## src/rtl/tilt_pkg.sv

```systemverilog
// tilt_pkg -- shared definitions for the tilt direction decoder.
//   * direction indices (bit positions in dir_level / dir_pulse)
//   * per-channel state encoding
//   * {sign, mag} field-slice helpers, usable for any MAG_W up to 31
package tilt_pkg;

  localparam int NUM_DIRS  = 4;
  localparam int DIR_RIGHT = 0;
  localparam int DIR_LEFT  = 1;
  localparam int DIR_UP    = 2;
  localparam int DIR_DOWN  = 3;

  typedef enum logic [1:0] {
    ST_IDLE   = 2'd0,
    ST_ARMING = 2'd1,
    ST_ACTIVE = 2'd2
  } ch_state_e;

  // Sign bit sits directly above the magnitude bits.
  function automatic logic fld_sign(input logic [31:0] fld, input int mag_w);
    return fld[mag_w];
  endfunction

  function automatic logic [31:0] fld_mag(input logic [31:0] fld, input int mag_w);
    return fld & ((32'd1 << mag_w) - 32'd1);
  endfunction

endpackage

```

## src/rtl/tilt_direction_decoder_channel.sv

```systemverilog
// tilt_channel -- one direction's debounce FSM.
//   IDLE -> ARMING on qualifying samples, activation requested when
//   HOLD_SAMPLES consecutive qualifying samples have been seen; the top
//   grants at most one request. ACTIVE releases after RELEASE_SAMPLES
//   consecutive non-qualifying samples.
//   With TILT_AUTO_REPEAT_EN defined, an ACTIVE channel also emits repeat
//   pulses REPEAT_DELAY cycles after activation, then every REPEAT_PERIOD.
// Ports:
//   clk_i, rst_i      clock, async active-high reset
//   sample_valid_i    new-sample strobe; the FSM only advances on it
//   qual_on_i         sample qualifies at the arming threshold
//   qual_off_i        sample qualifies at the hysteresis (hold) threshold
//   block_i           some other channel is ACTIVE
//   grant_i           arbitration result for this cycle's request
//   req_o             activation request (combinational)
//   active_o          channel is ACTIVE (direction level)
//   pulse_o           one-cycle press / repeat pulse
module tilt_channel
  import tilt_pkg::*;
#(
  parameter int HOLD_SAMPLES    = 3,
  parameter int RELEASE_SAMPLES = 2
`ifdef TILT_AUTO_REPEAT_EN
  ,
  parameter int REPEAT_DELAY    = 50_000_000,
  parameter int REPEAT_PERIOD   = 10_000_000
`endif
) (
  input  logic clk_i,
  input  logic rst_i,
  input  logic sample_valid_i,
  input  logic qual_on_i,
  input  logic qual_off_i,
  input  logic block_i,
  input  logic grant_i,
  output logic req_o,
  output logic active_o,
  output logic pulse_o
);

  localparam int HC_W = $clog2(HOLD_SAMPLES) + 1;
  localparam int RC_W = $clog2(RELEASE_SAMPLES) + 1;

  ch_state_e         state_q, state_d;
  logic [HC_W-1:0]   hold_q, hold_d;
  logic [RC_W-1:0]   rel_q, rel_d;
  logic              pulse_q, pulse_d;
  logic              act_pulse;
  logic              hold_done, rel_done;

  // True when the sample under evaluation would complete the count.
  assign hold_done = (hold_q >= HC_W'(HOLD_SAMPLES - 1));
  assign rel_done  = (rel_q  >= RC_W'(RELEASE_SAMPLES - 1));

  always_ff @(posedge clk_i or posedge rst_i) begin
    if (rst_i) begin
      state_q <= ST_IDLE;
      hold_q  <= '0;
      rel_q   <= '0;
      pulse_q <= 1'b0;
    end else begin
      state_q <= state_d;
      hold_q  <= hold_d;
      rel_q   <= rel_d;
      pulse_q <= pulse_d;
    end
  end

  always_comb begin
    state_d   = state_q;
    hold_d    = hold_q;
    rel_d     = rel_q;
    req_o     = 1'b0;
    act_pulse = 1'b0;
    unique case (state_q)
      // IDLE holds hold_q at 0, so both states share the counting path;
      // with HOLD_SAMPLES==1 the first qualifying sample requests directly.
      ST_IDLE, ST_ARMING: begin
        if (sample_valid_i) begin
          if (block_i || !qual_on_i) begin
            state_d = ST_IDLE;
            hold_d  = '0;
          end else if (hold_done) begin
            req_o  = 1'b1;
            hold_d = '0;
            if (grant_i) begin
              state_d   = ST_ACTIVE;
              rel_d     = '0;
              act_pulse = 1'b1;
            end else begin
              state_d = ST_IDLE;
            end
          end else begin
            state_d = ST_ARMING;
            if (hold_q != '1) hold_d = hold_q + 1'b1;
          end
        end
      end
      ST_ACTIVE: begin
        if (sample_valid_i) begin
          if (qual_off_i) begin
            rel_d = '0;
          end else if (rel_done) begin
            state_d = ST_IDLE;
            rel_d   = '0;
          end else if (rel_q != '1) begin
            rel_d = rel_q + 1'b1;
          end
        end
      end
      default: begin
        state_d = ST_IDLE;
        hold_d  = '0;
        rel_d   = '0;
      end
    endcase
  end

`ifdef TILT_AUTO_REPEAT_EN
  localparam int RPT_MAX = (REPEAT_DELAY > REPEAT_PERIOD) ? REPEAT_DELAY : REPEAT_PERIOD;
  localparam int RT_W    = $clog2(RPT_MAX) + 1;

  logic [RT_W-1:0] rpt_q, rpt_d;
  logic            first_q, first_d;
  logic            rpt_fire;
  logic [RT_W-1:0] rpt_target;

  assign rpt_target = first_q ? RT_W'(REPEAT_DELAY) : RT_W'(REPEAT_PERIOD);

  // Timer runs every clk while the channel stays ACTIVE; it is rearmed
  // (cleared, first interval = delay) whenever the channel is not ACTIVE.
  always_comb begin
    rpt_d    = '0;
    first_d  = 1'b1;
    rpt_fire = 1'b0;
    if (state_q == ST_ACTIVE && state_d == ST_ACTIVE) begin
      first_d = first_q;
      if ((rpt_q + RT_W'(1)) == rpt_target) begin
        rpt_fire = 1'b1;
        first_d  = 1'b0;
      end else begin
        rpt_d = rpt_q + RT_W'(1);
      end
    end
  end

  always_ff @(posedge clk_i or posedge rst_i) begin
    if (rst_i) begin
      rpt_q   <= '0;
      first_q <= 1'b1;
    end else begin
      rpt_q   <= rpt_d;
      first_q <= first_d;
    end
  end

  assign pulse_d = act_pulse | rpt_fire;
`else
  assign pulse_d = act_pulse;
`endif

  assign active_o = (state_q == ST_ACTIVE);
  assign pulse_o  = pulse_q;

endmodule

```

## src/rtl/tilt_direction_decoder.sv

```systemverilog
// tilt_direction_decoder -- turns accelerometer samples into debounced,
// mutually exclusive direction levels and one-cycle press pulses.
//   Decodes the X/Y {sign, mag} fields, qualifies each direction against
//   the arming / hysteresis thresholds, and arbitrates activation requests
//   so only one direction is ever held.
//   Optional: define TILT_AUTO_REPEAT_EN for auto-repeat pulses while held.
// Ports:
//   clk           system clock
//   reset         asynchronous active-high reset
//   sample_valid  one-cycle strobe, acl_data carries a new sample
//   acl_data      {Y, X, Z}, each field {sign, mag[MAG_W-1:0]}; Z unused
//   dir_level     held direction: [0] right [1] left [2] up [3] down
//   dir_pulse     one-cycle press pulse, same bit order
module tilt_direction_decoder
  import tilt_pkg::*;
#(
  parameter int MAG_W           = 4,
  parameter int ON_MIN          = 8,
  parameter int OFF_MIN         = 6,
  parameter int MAX_MAG         = 11,
  parameter int HOLD_SAMPLES    = 3,
  parameter int RELEASE_SAMPLES = 2,
  parameter int REPEAT_DELAY    = 50_000_000,
  parameter int REPEAT_PERIOD   = 10_000_000
) (
  input  logic                   clk,
  input  logic                   reset,
  input  logic                   sample_valid,
  input  logic [3*(MAG_W+1)-1:0] acl_data,
  output logic [3:0]             dir_level,
  output logic [3:0]             dir_pulse
);

  localparam int FW = MAG_W + 1;

  if (OFF_MIN > ON_MIN || HOLD_SAMPLES < 1 || RELEASE_SAMPLES < 1 ||
      REPEAT_DELAY < 1 || REPEAT_PERIOD < 1) begin : g_bad_params
    $error("tilt_direction_decoder: illegal parameter combination");
  end

  logic [FW-1:0]    x_fld, y_fld;
  logic             x_sgn, y_sgn;
  logic [MAG_W-1:0] x_mag, y_mag;
  logic             x_on, x_off, y_on, y_off;
  logic             unused_z;

  assign y_fld    = acl_data[3*FW-1 -: FW];
  assign x_fld    = acl_data[2*FW-1 -: FW];
  assign unused_z = ^acl_data[FW-1:0];

  assign x_sgn = fld_sign(32'(x_fld), MAG_W);
  assign y_sgn = fld_sign(32'(y_fld), MAG_W);
  assign x_mag = MAG_W'(fld_mag(32'(x_fld), MAG_W));
  assign y_mag = MAG_W'(fld_mag(32'(y_fld), MAG_W));

  // Over-range magnitudes are rejected at both thresholds.
  assign x_on  = (int'(x_mag) >= ON_MIN)  && (int'(x_mag) <= MAX_MAG);
  assign x_off = (int'(x_mag) >= OFF_MIN) && (int'(x_mag) <= MAX_MAG);
  assign y_on  = (int'(y_mag) >= ON_MIN)  && (int'(y_mag) <= MAX_MAG);
  assign y_off = (int'(y_mag) >= OFF_MIN) && (int'(y_mag) <= MAX_MAG);

  logic [NUM_DIRS-1:0] qual_on, qual_off, block, req, grant, active, pulse;

  assign qual_on[DIR_RIGHT]  =  x_sgn & x_on;
  assign qual_on[DIR_LEFT]   = ~x_sgn & x_on;
  assign qual_on[DIR_UP]     =  y_sgn & y_on;
  assign qual_on[DIR_DOWN]   = ~y_sgn & y_on;
  assign qual_off[DIR_RIGHT] =  x_sgn & x_off;
  assign qual_off[DIR_LEFT]  = ~x_sgn & x_off;
  assign qual_off[DIR_UP]    =  y_sgn & y_off;
  assign qual_off[DIR_DOWN]  = ~y_sgn & y_off;

  // Opposite directions on one axis never request together (sign differs),
  // so arbitration reduces to X-axis vs Y-axis; ties go to X.
  logic x_req, y_req, y_wins;

  assign x_req  = req[DIR_RIGHT] | req[DIR_LEFT];
  assign y_req  = req[DIR_UP]    | req[DIR_DOWN];
  assign y_wins = y_req && (!x_req || (y_mag > x_mag));

  always_comb begin
    grant = '0;
    if (y_wins) begin
      grant[DIR_UP]   = req[DIR_UP];
      grant[DIR_DOWN] = req[DIR_DOWN];
    end else begin
      grant[DIR_RIGHT] = req[DIR_RIGHT];
      grant[DIR_LEFT]  = req[DIR_LEFT];
    end
  end

  for (genvar d = 0; d < NUM_DIRS; d++) begin : g_ch
    // Any other channel holding the level locks this one out of arming.
    assign block[d] = |(active & ~(NUM_DIRS'(1) << d));

    tilt_channel #(
      .HOLD_SAMPLES    (HOLD_SAMPLES),
      .RELEASE_SAMPLES (RELEASE_SAMPLES)
`ifdef TILT_AUTO_REPEAT_EN
      ,
      .REPEAT_DELAY    (REPEAT_DELAY),
      .REPEAT_PERIOD   (REPEAT_PERIOD)
`endif
    ) u_ch (
      .clk_i          (clk),
      .rst_i          (reset),
      .sample_valid_i (sample_valid),
      .qual_on_i      (qual_on[d]),
      .qual_off_i     (qual_off[d]),
      .block_i        (block[d]),
      .grant_i        (grant[d]),
      .req_o          (req[d]),
      .active_o       (active[d]),
      .pulse_o        (pulse[d])
    );
  end

  assign dir_level = active;
  assign dir_pulse = pulse;

endmodule

```

## config.mk

```make
export PLATFORM = sky130hd
export DESIGN_NAME = tilt_direction_decoder
export DESIGN_NICKNAME = d
export VERILOG_FILES = /design/src/rtl/tilt_pkg.sv /design/src/rtl/tilt_direction_decoder_channel.sv /design/src/rtl/tilt_direction_decoder.sv
export SDC_FILE = /design/constraint.sdc
export NUM_CORES = 1
export LEC_CHECK = 0
export BUFFER_PORTS_ARGS = -buffer_cell sky130_fd_sc_hd__buf_2
export CAP_MARGIN = 20
export CORE_ASPECT_RATIO = 1.2
export CORE_MARGIN = 8
export CORE_UTILIZATION = 54
export DETAILED_ROUTE_END_ITERATION = 8
export GPL_ROUTABILITY_DRIVEN = 1
export HOLD_SLACK_MARGIN = 0.15
export PLACE_DENSITY = 0.72
export SLEW_MARGIN = 0
export SYNTH_ARGS = -nofsm -noshare
export SYNTH_HDL_FRONTEND = slang
export SYNTH_SLANG_ARGS = --single-unit
```

## constraint.sdc

```tcl
create_clock -name clk -period 3.74 [get_ports clk]
set_input_delay 0.187 -clock clk [delete_from_list [all_inputs] [get_ports clk]]
set_output_delay 0.187 -clock clk [all_outputs]
set_load 0.03 [all_outputs]
```

; Word-level counts from Yosys, hierarchy flattened
; Index checks and enable logic that the tools add are counted.
[word_totals]
register_bits = 32
latchBits = 0
mem_bits_rw = 0
rom_bits = 0
input_bits = 18
wordCells = 272
mem_count = 0
[classes]
add_sub_neg = 8
multipliers = 0
div = 0
order_cmp = 15
eq_ne = 52
shift = 0
muxes = 126
bitwise_logic = 16
reduce_logical = 39
[ops]
columns = op, count
row1 = $mux 2, 62
row2 = $mux 3, 16
row3 = $ne 2x2->1 const B, 24
row4 = $mux 1, 36
row5 = $pmux 2 s2, 8
row6 = $pmux 3 s2, 4
row7 = $reduce_and 6->1, 4
row8 = $ne 2x1->1 const B, 8
row9 = $ne 4x1->1 const B, 4
row10 = $ne 4x3->1 const B, 4
row11 = $reduce_and 4->1, 4
row12 = $add 3x1->3 const B, 4
row13 = $ge 3x2->1 const B, 4
row14 = $ne 3x3->1 const B, 4
row15 = $reduce_and 3->1, 4
row16 = $reduce_or 3->1, 4
row17 = $add 2x1->2 const B, 4
row18 = $and 1x1->1, 8
row19 = $eq 2x1->1 const B, 4
row20 = $eq 2x2->1 const B, 4
row21 = $ge 2x1->1 const B, 4
row22 = $ge 4x3->1 const B, 2
row23 = $ge 4x4->1 const B, 2
row24 = $le 4x4->1 const B, 2
row25 = 8 further kinds, 32

; Logic depth before layout (Yosys ltp)
; Gate-level depths: netlist of run 1.
[depth]
depth_word = 18
mapped_depth = 7
depth_no_buf = 7

; Cells and area by module
; Synthesis of run 1 repeated with hierarchy kept, for this count alone.
[hier_totals]
hier_cells = 240
area_unflattened_um2 = 2240.9
[by_module_without_submodules]
columns = mod, instances, cells_each, area_each_um2, seq_area_each_um2
row1 = tilt_channel (g_ch[0].u_ch ...), 3, 49, 485.5, 200.2
row2 = tilt_channel (g_ch[3].u_ch), 1, 49, 501.7, 200.2
row3 = tilt_direction_decoder, 1, 44, 282.8, 0.0

; Worst setup path after synthesis of run 1
; No wires, ideal clock.
[synth_timing]
path_kind = reg-to-reg
from = register g_ch[0].u_ch.state_q[1]
to = register g_ch[2].u_ch.hold_q[0]
setup_ps = 79
t_arrival_ps = 1842
setup_slack_ps = 1819
stages_incl_launch_ff = 7
path_buffers = 1
period_less_slack_ps = 1921
path_cell_list = dfrtp_1 nor2b_4 buf_6 or3_4 nor4_4 or3b_1 mux2i_1
[synth_via]
elab_chain_cells = 6
word_cells_on_any_way = 8
cone_classes = 2 x eq/ne / 3 x mux / 3 x reduce/logical
[synth_rtl]
columns = item, line_no
row1 = "start, declared", tilt_direction_decoder_channel.sv:44  ; ch_state_e state_q, state_d;
row2 = "start signal, assigned", tilt_direction_decoder_channel.sv:62  ; state_q <= state_d;
row3 = $eq 2x2->1 (*), tilt_direction_decoder_channel.sv:162  ; assign active_o = (state_q == ST_ACTIVE);
row4 = named net g_ch[0].u_ch.active_o, tilt_direction_decoder_channel.sv:37  ; output logic active_o,
row5 = $reduce_or 3->1 (*), tilt_direction_decoder.sv:94  ; assign block[d] = |(active & ~(NUM_DIRS'(1) << d));
row6 = $logic_or 1x1->1 (*), tilt_direction_decoder_channel.sv:80  ; if (block_i || !qual_on_i) begin
row7 = $mux 3, tilt_direction_decoder_channel.sv:80
row8 = $mux 3, tilt_direction_decoder_channel.sv:79  ; if (sample_valid_i) begin
row9 = $pmux 3 s2, tilt_direction_decoder_channel.sv:75  ; unique case (state_q)
row10 = "end signal, assigned", tilt_direction_decoder_channel.sv:63  ; hold_q <= hold_d;
row11 = "end, declared", tilt_direction_decoder_channel.sv:45  ; logic [HC_W-1:0] hold_q, hold_d;
; Mark *: on every way through the listed nets, which the timed path passes. The rest lies on a longest branch. The select of a mux whose other input is x is not followed.
; A chain may end at the register's enable or synchronous reset.

; Worst setup path in the final report of run 1
[layout_timing]
from = register g_ch[1].u_ch.state_q[1]
to = register g_ch[3].u_ch.rel_q[1]
[layout_via]
elab_chain_cells = 13
word_cells_on_any_way = 29
cone_classes = 4 x eq/ne / 11 x mux / 2 x bitwise / 12 x reduce/logical
[layout_rtl]
columns = item, line_no
row1 = "start, declared", tilt_direction_decoder_channel.sv:44
row2 = "start signal, assigned", tilt_direction_decoder_channel.sv:62
row3 = $eq 2x2->1, tilt_direction_decoder_channel.sv:162
row4 = $reduce_or 3->1, tilt_direction_decoder.sv:94
row5 = $logic_or 1x1->1, tilt_direction_decoder_channel.sv:80
row6 = $mux 1, tilt_direction_decoder_channel.sv:80
row7 = $mux 1, tilt_direction_decoder_channel.sv:79
row8 = $mux 1, tilt_direction_decoder_channel.sv:75
row9 = $or 1x1->1, tilt_direction_decoder.sv:77  ; assign x_req = req[DIR_RIGHT] | req[DIR_LEFT];
row10 = $logic_not 1->1, tilt_direction_decoder.sv:79  ; assign y_wins = y_req && (!x_req || (y_mag > x_mag));
row11 = $logic_or 1x1->1, tilt_direction_decoder.sv:79
row12 = $logic_and 1x1->1, tilt_direction_decoder.sv:79
row13 = $mux 2, tilt_direction_decoder.sv:83  ; if (y_wins) begin
row14 = $ne 2x1->1 (no source line), n/a
row15 = $reduce_and 6->1 (no source line) (*), n/a
row16 = "end signal, assigned", tilt_direction_decoder_channel.sv:64  ; rel_q <= rel_d;
row17 = "end, declared", tilt_direction_decoder_channel.sv:46  ; logic [RC_W-1:0] rel_q, rel_d;
; Mark *: on every way between the ends. The rest lies on a longest branch, timed or not.

==> impl_results.md, run 1 <==
- Run status: completed
- Maximum buffer depth of the clock tree: 2
- Largest cells by area after synthesis: sky130_fd_sc_hd__dfrtp_1 36%, sky130_fd_sc_hd__ha_1 13%, sky130_fd_sc_hd__inv_1 4.0%
- Proportion of power drawn by the clock network: 0.367
- Total routing usage reported by global routing: 0.1581
- Mean cell area of the mapped netlist: 9.101 um^2
- Biggest fanout along the worst timing path: 7
- Most used flip-flop cell after synthesis: sky130_fd_sc_hd__dfrtp_1
- Number of cell rows: 25
- Category of the most critical setup path: flop to flop
- Starting density of the core: 0.5657
- Max H-tree Level: 2
- Ratio of cells with drive above 1 in the final layout: 0.1553
- Clock transition at path regs: 0.07 ns
- Critical path's top delay family: simple AND/OR/NAND/NOR gates
- Post-CTS Setup Inserts: 0
- Instance count of the mapped netlist: 245
- Worst setup slack for register-to-register paths: 1.59 ns
- Maximum clock frequency: 0.4660 GHz
- Number of vias per cell: 5.601
- Post-synth cell types: 49
- Slowest cell on crit path: sky130_fd_sc_hd__or4_1
- Count of state elements after synthesis: 32
- Kind of capture point of the worst setup path: flop
- Drt wl/cell: 14.50 um
- Clock tree from TritonCTS: yes
- Post-layout minimum cycle time: 2.146 ns
- Setup repair after global routing missed its margin: false
- Area fraction of the dominant cell type after synthesis: 0.3591
- GR Overflow Total: 0
- Total nets after synthesis: 287
- Crit path DAT: 2.31 ns
- Final worst-path cycle share: 0.5737
- Crit-path cells: nand2b_2 > inv_2 > or4_1 > or2_2 > a2bb2oi_1 > a2bb2oi_1
- Via count: 1781
- Post-synthesis cell type with the largest combined area: sky130_fd_sc_hd__dfrtp_1
- Post-DP HPWL: 3506 um
- Post-CTS Resized: 0
- FFs w/ async S/R, synth: 1.000
- Total core area: 3941 um^2
- Worst relative slew slack: 0.6760
- Share of synthesized area occupied by flip-flops and latches: 0.3591
- CTS Hold Bufs: 1
- Filler Cells Inserted: 348
- Sequential cell fraction of total power: 0.421
- Global-route wire length before repair: 7976 um
- Initial antenna violation count: 0
- Post-Syn Area: 2230 um^2
- Area growth syn-to-layout: 10.38%
- Warnings from Yosys: 0
- Clock buffers created by TritonCTS: 5
- Source-to-sink clock delay at the later pin of the worst-skew pair: 0.28 ns
- Top-level I/O count: 26
- Transition at the pin with the smallest max-transition slack: 0.4725 ns
- Data required, critical path: 3.90 ns
- Pleak: 1.210 nW
- Net switching share of the total power: 0.2797
- Count of nets left with antenna violations after detail routing: 0
- Share of power burned in combinational logic: 0.212
- Initial DRT Pass Iterations: 5
- Die height: 86.39 um
- Maximum number of pins on one net before global-route repair: 33
- Number of buffers added on ports: 20
- Final standard cell area without fillers: 2461 um^2
- DRC marker count from the first detailed-route iteration: 152
- Cell mode on critical path: sky130_fd_sc_hd__a2bb2oi_1
- Number of failing setup endpoints in the final timing report: 0
- Critical Path Max Stage Delay: 0.59 ns
- Remaining routing DRC violations: 0
- Sink Count: 32
- Setup TNS Final: 0 ns
- Type of element launching the critical path: flop
- Crit path buffers/inverters: 1
- Final weighted congestion in routability-driven placement: 0.8692
- Final worst-path setup slack: 1.594 ns
- Number of enable-type register cells in the synthesized netlist: 0
- Final number of max-transition violations: 0
- Path category of the worst min-delay check: input port to flop
- Hold violation total from the final report: 0
- Switching power of the nets: 0.0002771 W
- Number of global-route vias before repair: 1799
- DIE AREA: 6450 um^2
- Power per Cell Area: 402.5 nW/um^2
- Dpl cell area: 2325 um^2
- Die Width: 74.66 um
- Total routed wirelength: 4610 um
- NumNets Final: 305
- Max rail drop VDD: 0.3038 mV
- Number of diodes added for antenna fixing: 0
- Internal power: 0.0007136 W
- Max-cap viol count: 0
- Placement-stage worst setup slack: 1.479 ns
- Final worst clock skew: 0.004508 ns
- Clk Tree Root Cell: sky130_fd_sc_hd__clkbuf_8
## power by group through the flow
stage	clock network, W	registers [W]	logic (W)
floorplan	0	0.000414	0.000161
global placement	0	0.000423	0.000200
detailed placement	0	0.000424	0.000210
CTS	0.000373	0.000417	0.000212
global route	0.000390	0.000423	0.000242
finish	0.000363	0.000417	0.000210
## layout by cell type, fill, tap and decap left out, types with 2 or more instances in the layout
cell / n
sky130_fd_sc_hd__buf_2: 20
sky130_fd_sc_hd__nor3_1: 6
sky130_fd_sc_hd__ha_1: 24
sky130_fd_sc_hd__or4_1: 2
sky130_fd_sc_hd__mux2i_1: 7
sky130_fd_sc_hd__nor4_1: 3
sky130_fd_sc_hd__nand3b_1: 5
sky130_fd_sc_hd__inv_1: 24
sky130_fd_sc_hd__dfrtp_1: 32
sky130_fd_sc_hd__o21a_1: 2
sky130_fd_sc_hd__o2111ai_1: 2
sky130_fd_sc_hd__o211ai_1: 2
sky130_fd_sc_hd__clkbuf_8: 7
sky130_fd_sc_hd__o22ai_1: 8
sky130_fd_sc_hd__a2bb2oi_1: 3
sky130_fd_sc_hd__a21oi_1: 11
sky130_fd_sc_hd__nand2b_1: 9
sky130_fd_sc_hd__nor3b_1: 2
sky130_fd_sc_hd__nand2_1: 19
sky130_fd_sc_hd__nand3_1: 6
sky130_fd_sc_hd__o21ai_0: 12
sky130_fd_sc_hd__o31ai_1: 3
sky130_fd_sc_hd__a221o_1: 2
sky130_fd_sc_hd__nor2_1: 19
sky130_fd_sc_hd__or2_2: 4
sky130_fd_sc_hd__a211oi_1: 2
sky130_fd_sc_hd__or3_1: 3
sky130_fd_sc_hd__and3b_1: 2
sky130_fd_sc_hd__and3_1: 2
## metal layers
layer	vias up	track usage	part of all wire
li1	908	-	-
met1	845	0.1778	0.43
met2	24	0.2804	0.53
met3	4	0.03811	0.032
met4	0	0.04821	0.0091
met5	-	0	0
## sequential cells by signal (all words and copies together) (netlist names)
signal and flops:
g_ch.u_ch.state_q 8, g_ch.u_ch.pulse_o 4, g_ch.u_ch.hold_q 12, g_ch.u_ch.rel_q 8
## worst paths after layout
check / from / to / cells past startpoint
worst max-delay path: g_ch[1].u_ch.state_q[1] / g_ch[3].u_ch.rel_q[1] / 6
min in group asynchronous: reset / g_ch[2].u_ch.hold_q[1] / 4
worst min-delay path: acl_data[9] / g_ch[1].u_ch.pulse_o / 4
worst max register to register: g_ch[1].u_ch.state_q[1] / g_ch[3].u_ch.rel_q[1] / 6
max in group asynchronous: reset / g_ch[1].u_ch.rel_q[0] / 4
worst min register to register: g_ch[2].u_ch.hold_q[2] / g_ch[2].u_ch.hold_q[2] / 2
## per-stage QoR
stage	power [W]	util	hold slack, ns	std cells
3_3_place_gp	0.0006224	0.5898	0.2893	309
5_1_grt	0.001055	0.6244	0.3727	318
4_1_cts	0.001003	0.6244	0.3137	318
6_report	0.0009907	0.6244	0.3281	318
2_1_floorplan	0.0005748	-	0.3032	245
3_5_place_dp	0.0006335	0.5898	0.2943	309
## worst register-to-register path: cells and delay by family (launching register included)
family / cells / cell delay (ns)
AND/OR/NAND/NOR: 3 / 1.10
AO/OA/AOI/OAI: 2 / 0.39
buffers and inverters: 1 / 0.06
flip-flops: 1 / 0.47
## Yosys cell counts (all sizes together), types with 2 or more instances
cell,number
nand2b,10
nor4,4
nor3,6
o21a,2
o21ai,12
ha,24
buf,11
a211oi,2
o2111ai,2
inv,25
nor2,19
or2,4
nand3b,5
a2bb2oi,3
o22ai,8
a21oi,11
nor3b,2
o211ai,2
or4,2
mux2i,7
a221o,2
nand2,19
and3b,2
nor2b,2
nand3,6
dfrtp,32
o31ai,3
or3,4
and3,2
## cells by family after synthesis
kind of cell    count (synthesis)  share of synthesized area
compound gates                 53                     0.1571
fa+ha+maj                      24                     0.1347
buf+inv                        36                    0.07800
flops                          32                     0.3591
mux                             8                    0.03648
simple gates                   92                     0.2346
## area by class of cell
type                       count  area, um^2  share of cell area
multi-input combinational    177        1255              0.5099
sequential                    32       800.8              0.3254
timing repair buffer          22       117.6             0.04779
clock buffer                   7       96.34             0.03915
inverter                      25       93.84             0.03813
tap                           54       67.56             0.02745
clock inverter                 1       30.03             0.01220
No activity file was read; power rests on OpenSTA's default activity.
==> inputs of run 2 (changes only) <==
==> constraint.sdc (replaced) <==
create_clock -name clk -period 2 [get_ports clk]
set_input_delay 0.1 -clock clk [delete_from_list [all_inputs] [get_ports clk]]
set_output_delay 0.1 -clock clk [all_outputs]
set_load 0.03 [all_outputs]
==> impl_results.md, run 2 (same netlist as run 1, synthesis figures left out) <==
- DRC marker count from the first detailed-route iteration: 97
- Initial DRT Pass Iterations: 4
- Clk Tree Root Cell: sky130_fd_sc_hd__clkbuf_8
- Sink Count: 32
- Final worst-path setup slack: 0.04629 ns
- GR Overflow Total: 0
- Amount of wire on met3 after detailed routing: 216 um
- Net switching share of the total power: 0.3029
- Die Width: 74.66 um
- Max rail drop VDD: 0.4113 mV
- Crit path DAT: 2.16 ns
- Total routing usage reported by global routing: 0.1600
- Top-level I/O count: 26
- Transition at the pin with the smallest max-transition slack: 0.5434 ns
- Setup repair after global routing missed its margin: true
- Switching power of the nets: 0.0005152 W
- Maximum buffer depth of the clock tree: 2
- Number of failing setup endpoints in the final timing report: 0
- Number of buffers added on ports: 20
- Ratio of cells with drive above 1 in the final layout: 0.2384
- Dpl cell area: 2445 um^2
- Kind of capture point of the worst setup path: flop
- Number of vias per cell: 5.504
- Source-to-sink clock delay at the later pin of the worst-skew pair: 0.29 ns
- Post-DP HPWL: 3673 um
- Total core area: 3941 um^2
- Max H-tree Level: 2
- Highest metal layer with signal wires: met4
- Max-cap viol count: 0
- Remaining routing DRC violations: 0
- Wire length on met2: 2469 um
- Final weighted congestion in routability-driven placement: 0.8432
- Power per Cell Area: 656.5 nW/um^2
- Clock transition at path regs: 0.07 ns
- Initial antenna violation count: 0
- Total routed wirelength: 4737 um
- Final worst clock skew: 0.006053 ns
- Type of element launching the critical path: flop
- Maximum clock frequency: 0.5118 GHz
- Registers with the most flip-flops: g_ch.u_ch.hold_q x12, g_ch.u_ch.rel_q x8, g_ch.u_ch.state_q x8
- Sequential cell fraction of total power: 0.456
- Internal power: 0.001186 W
- Die height: 86.39 um
- Most frequent cells in the layout: 32 x sky130_fd_sc_hd__dfrtp_1, 23 x sky130_fd_sc_hd__inv_1, 23 x sky130_fd_sc_hd__ha_1
- Clock tree from TritonCTS: yes
- Final standard cell area without fillers: 2591 um^2
- DIE AREA: 6450 um^2
- Drt wl/cell: 14.14 um
- Count of nets left with antenna violations after detail routing: 0
- Maximum number of pins on one net before global-route repair: 33
- Global-route wire length before repair: 8010 um
- Number of diodes added for antenna fixing: 0
- Post-layout minimum cycle time: 1.954 ns
- Final worst-path cycle share: 0.9769
- NumNets Final: 322
- Hold violation total from the final report: 0
- Share of power burned in combinational logic: 0.245
- Finished Layout Cells: 335
- Final number of max-transition violations: 0
- Category of the most critical setup path: flop to flop
- Minimum hold slack: 0.2401 ns
- Run status: completed
- Number of flip-flops in the largest register: 12
- Largest register by flop count: g_ch.u_ch.hold_q
- Placed insts: 325
- Starting density of the core: 0.5657
- Proportion of power drawn by the clock network: 0.300
- Placement-stage worst setup slack: -0.01469 ns
- Clock buffers created by TritonCTS: 5
- Number of cell rows: 25
- Area growth syn-to-layout: 16.22%
- Met1 layer wirelength in the final routing: 1956 um
- Data required, critical path: 2.21 ns
- Commonest non-fill, non-tap cell in the layout: sky130_fd_sc_hd__dfrtp_1
- Number of global-route vias before repair: 1849
- Pleak: 1.289 nW
- Path category of the worst min-delay check: input port to flop
- Via count: 1844
- Post-route total power: 0.001701 W
- Worst relative slew slack: 0.6284
- Biggest fanout along the worst timing path: 4
-- run 2: worst max-delay path, cell delays in order (launching register included) --
cell	delay, ns
sky130_fd_sc_hd__dfrtp_1	0.42
sky130_fd_sc_hd__ha_2	0.18
sky130_fd_sc_hd__or3_4	0.35
sky130_fd_sc_hd__nor4_4	0.34
sky130_fd_sc_hd__or3b_4	0.42
sky130_fd_sc_hd__mux2i_1	0.16
-- run 2: power groups by stage --
stage	Combinational (W)	Sequential, W	Clock, W
floorplan	0.000301	0.000774	0
finish	0.000416	0.000775	0.000509
detailed placement	0.000401	0.000787	0
global placement	0.000388	0.000785	0
global route	0.000472	0.000787	0.000564
CTS	0.000407	0.000774	0.000527
-- run 2: stage by stage --
step / TNS (ns) / utilization
2_1_floorplan: 0 / -
3_3_place_gp: 0 / 0.6203
3_5_place_dp: -0.02717 / 0.6203
4_1_cts: 0 / 0.6479
5_1_grt: -0.03564 / 0.6575
6_report: 0 / 0.6575
-- run 2: path summary, 6_finish.rpt --
kind	start	end	slack [ns]	cells past startpoint
min in group asynchronous	reset	g_ch[2].u_ch.hold_q[1]	0.44	4
max in group asynchronous	reset	g_ch[1].u_ch.hold_q[0]	1.27	4
max	g_ch[2].u_ch.hold_q[1]	g_ch[2].u_ch.hold_q[0]	0.05	5
max reg2reg	g_ch[2].u_ch.hold_q[1]	g_ch[2].u_ch.hold_q[0]	0.05	5
min reg2reg	g_ch[3].u_ch.hold_q[2]	g_ch[3].u_ch.hold_q[2]	0.51	2
min	acl_data[9]	g_ch[1].u_ch.pulse_o	0.24	4
-- run 2: repair_timing --
| action | CTS | global route |
|---|---|---|
| hold buffers | 1 | 0 |
| pin swaps | 0 | 1 |
| gates resized for setup | 1 | 8 |
| setup buffers | 0 | 1 |
| endpoints found under the setup margin | 2 | 17 |
| endpoints found under the hold margin | 32 | 0 |
-- run 2: per-layer routing --
metal / global-route usage / up-vias
met5: 0 / -
met4: 0.06429 / 0
met3: 0.03926 / 12
met2: 0.2796 / 39
met1: 0.1774 / 854
li1: - / 939
-- run 2: final cells by class --
| cell class | instances | area (um^2) |
|---|---|---|
| clock buffers | 6 | 82.58 |
| repair buffers | 39 | 245.2 |
| fillers | 357 | 1350 |
| well taps | 54 | 67.56 |
| multi-input cells | 177 | 1291 |
| flip-flops and latches | 32 | 800.8 |
| clock inverters | 2 | 10.01 |
| inverters | 25 | 93.84 |
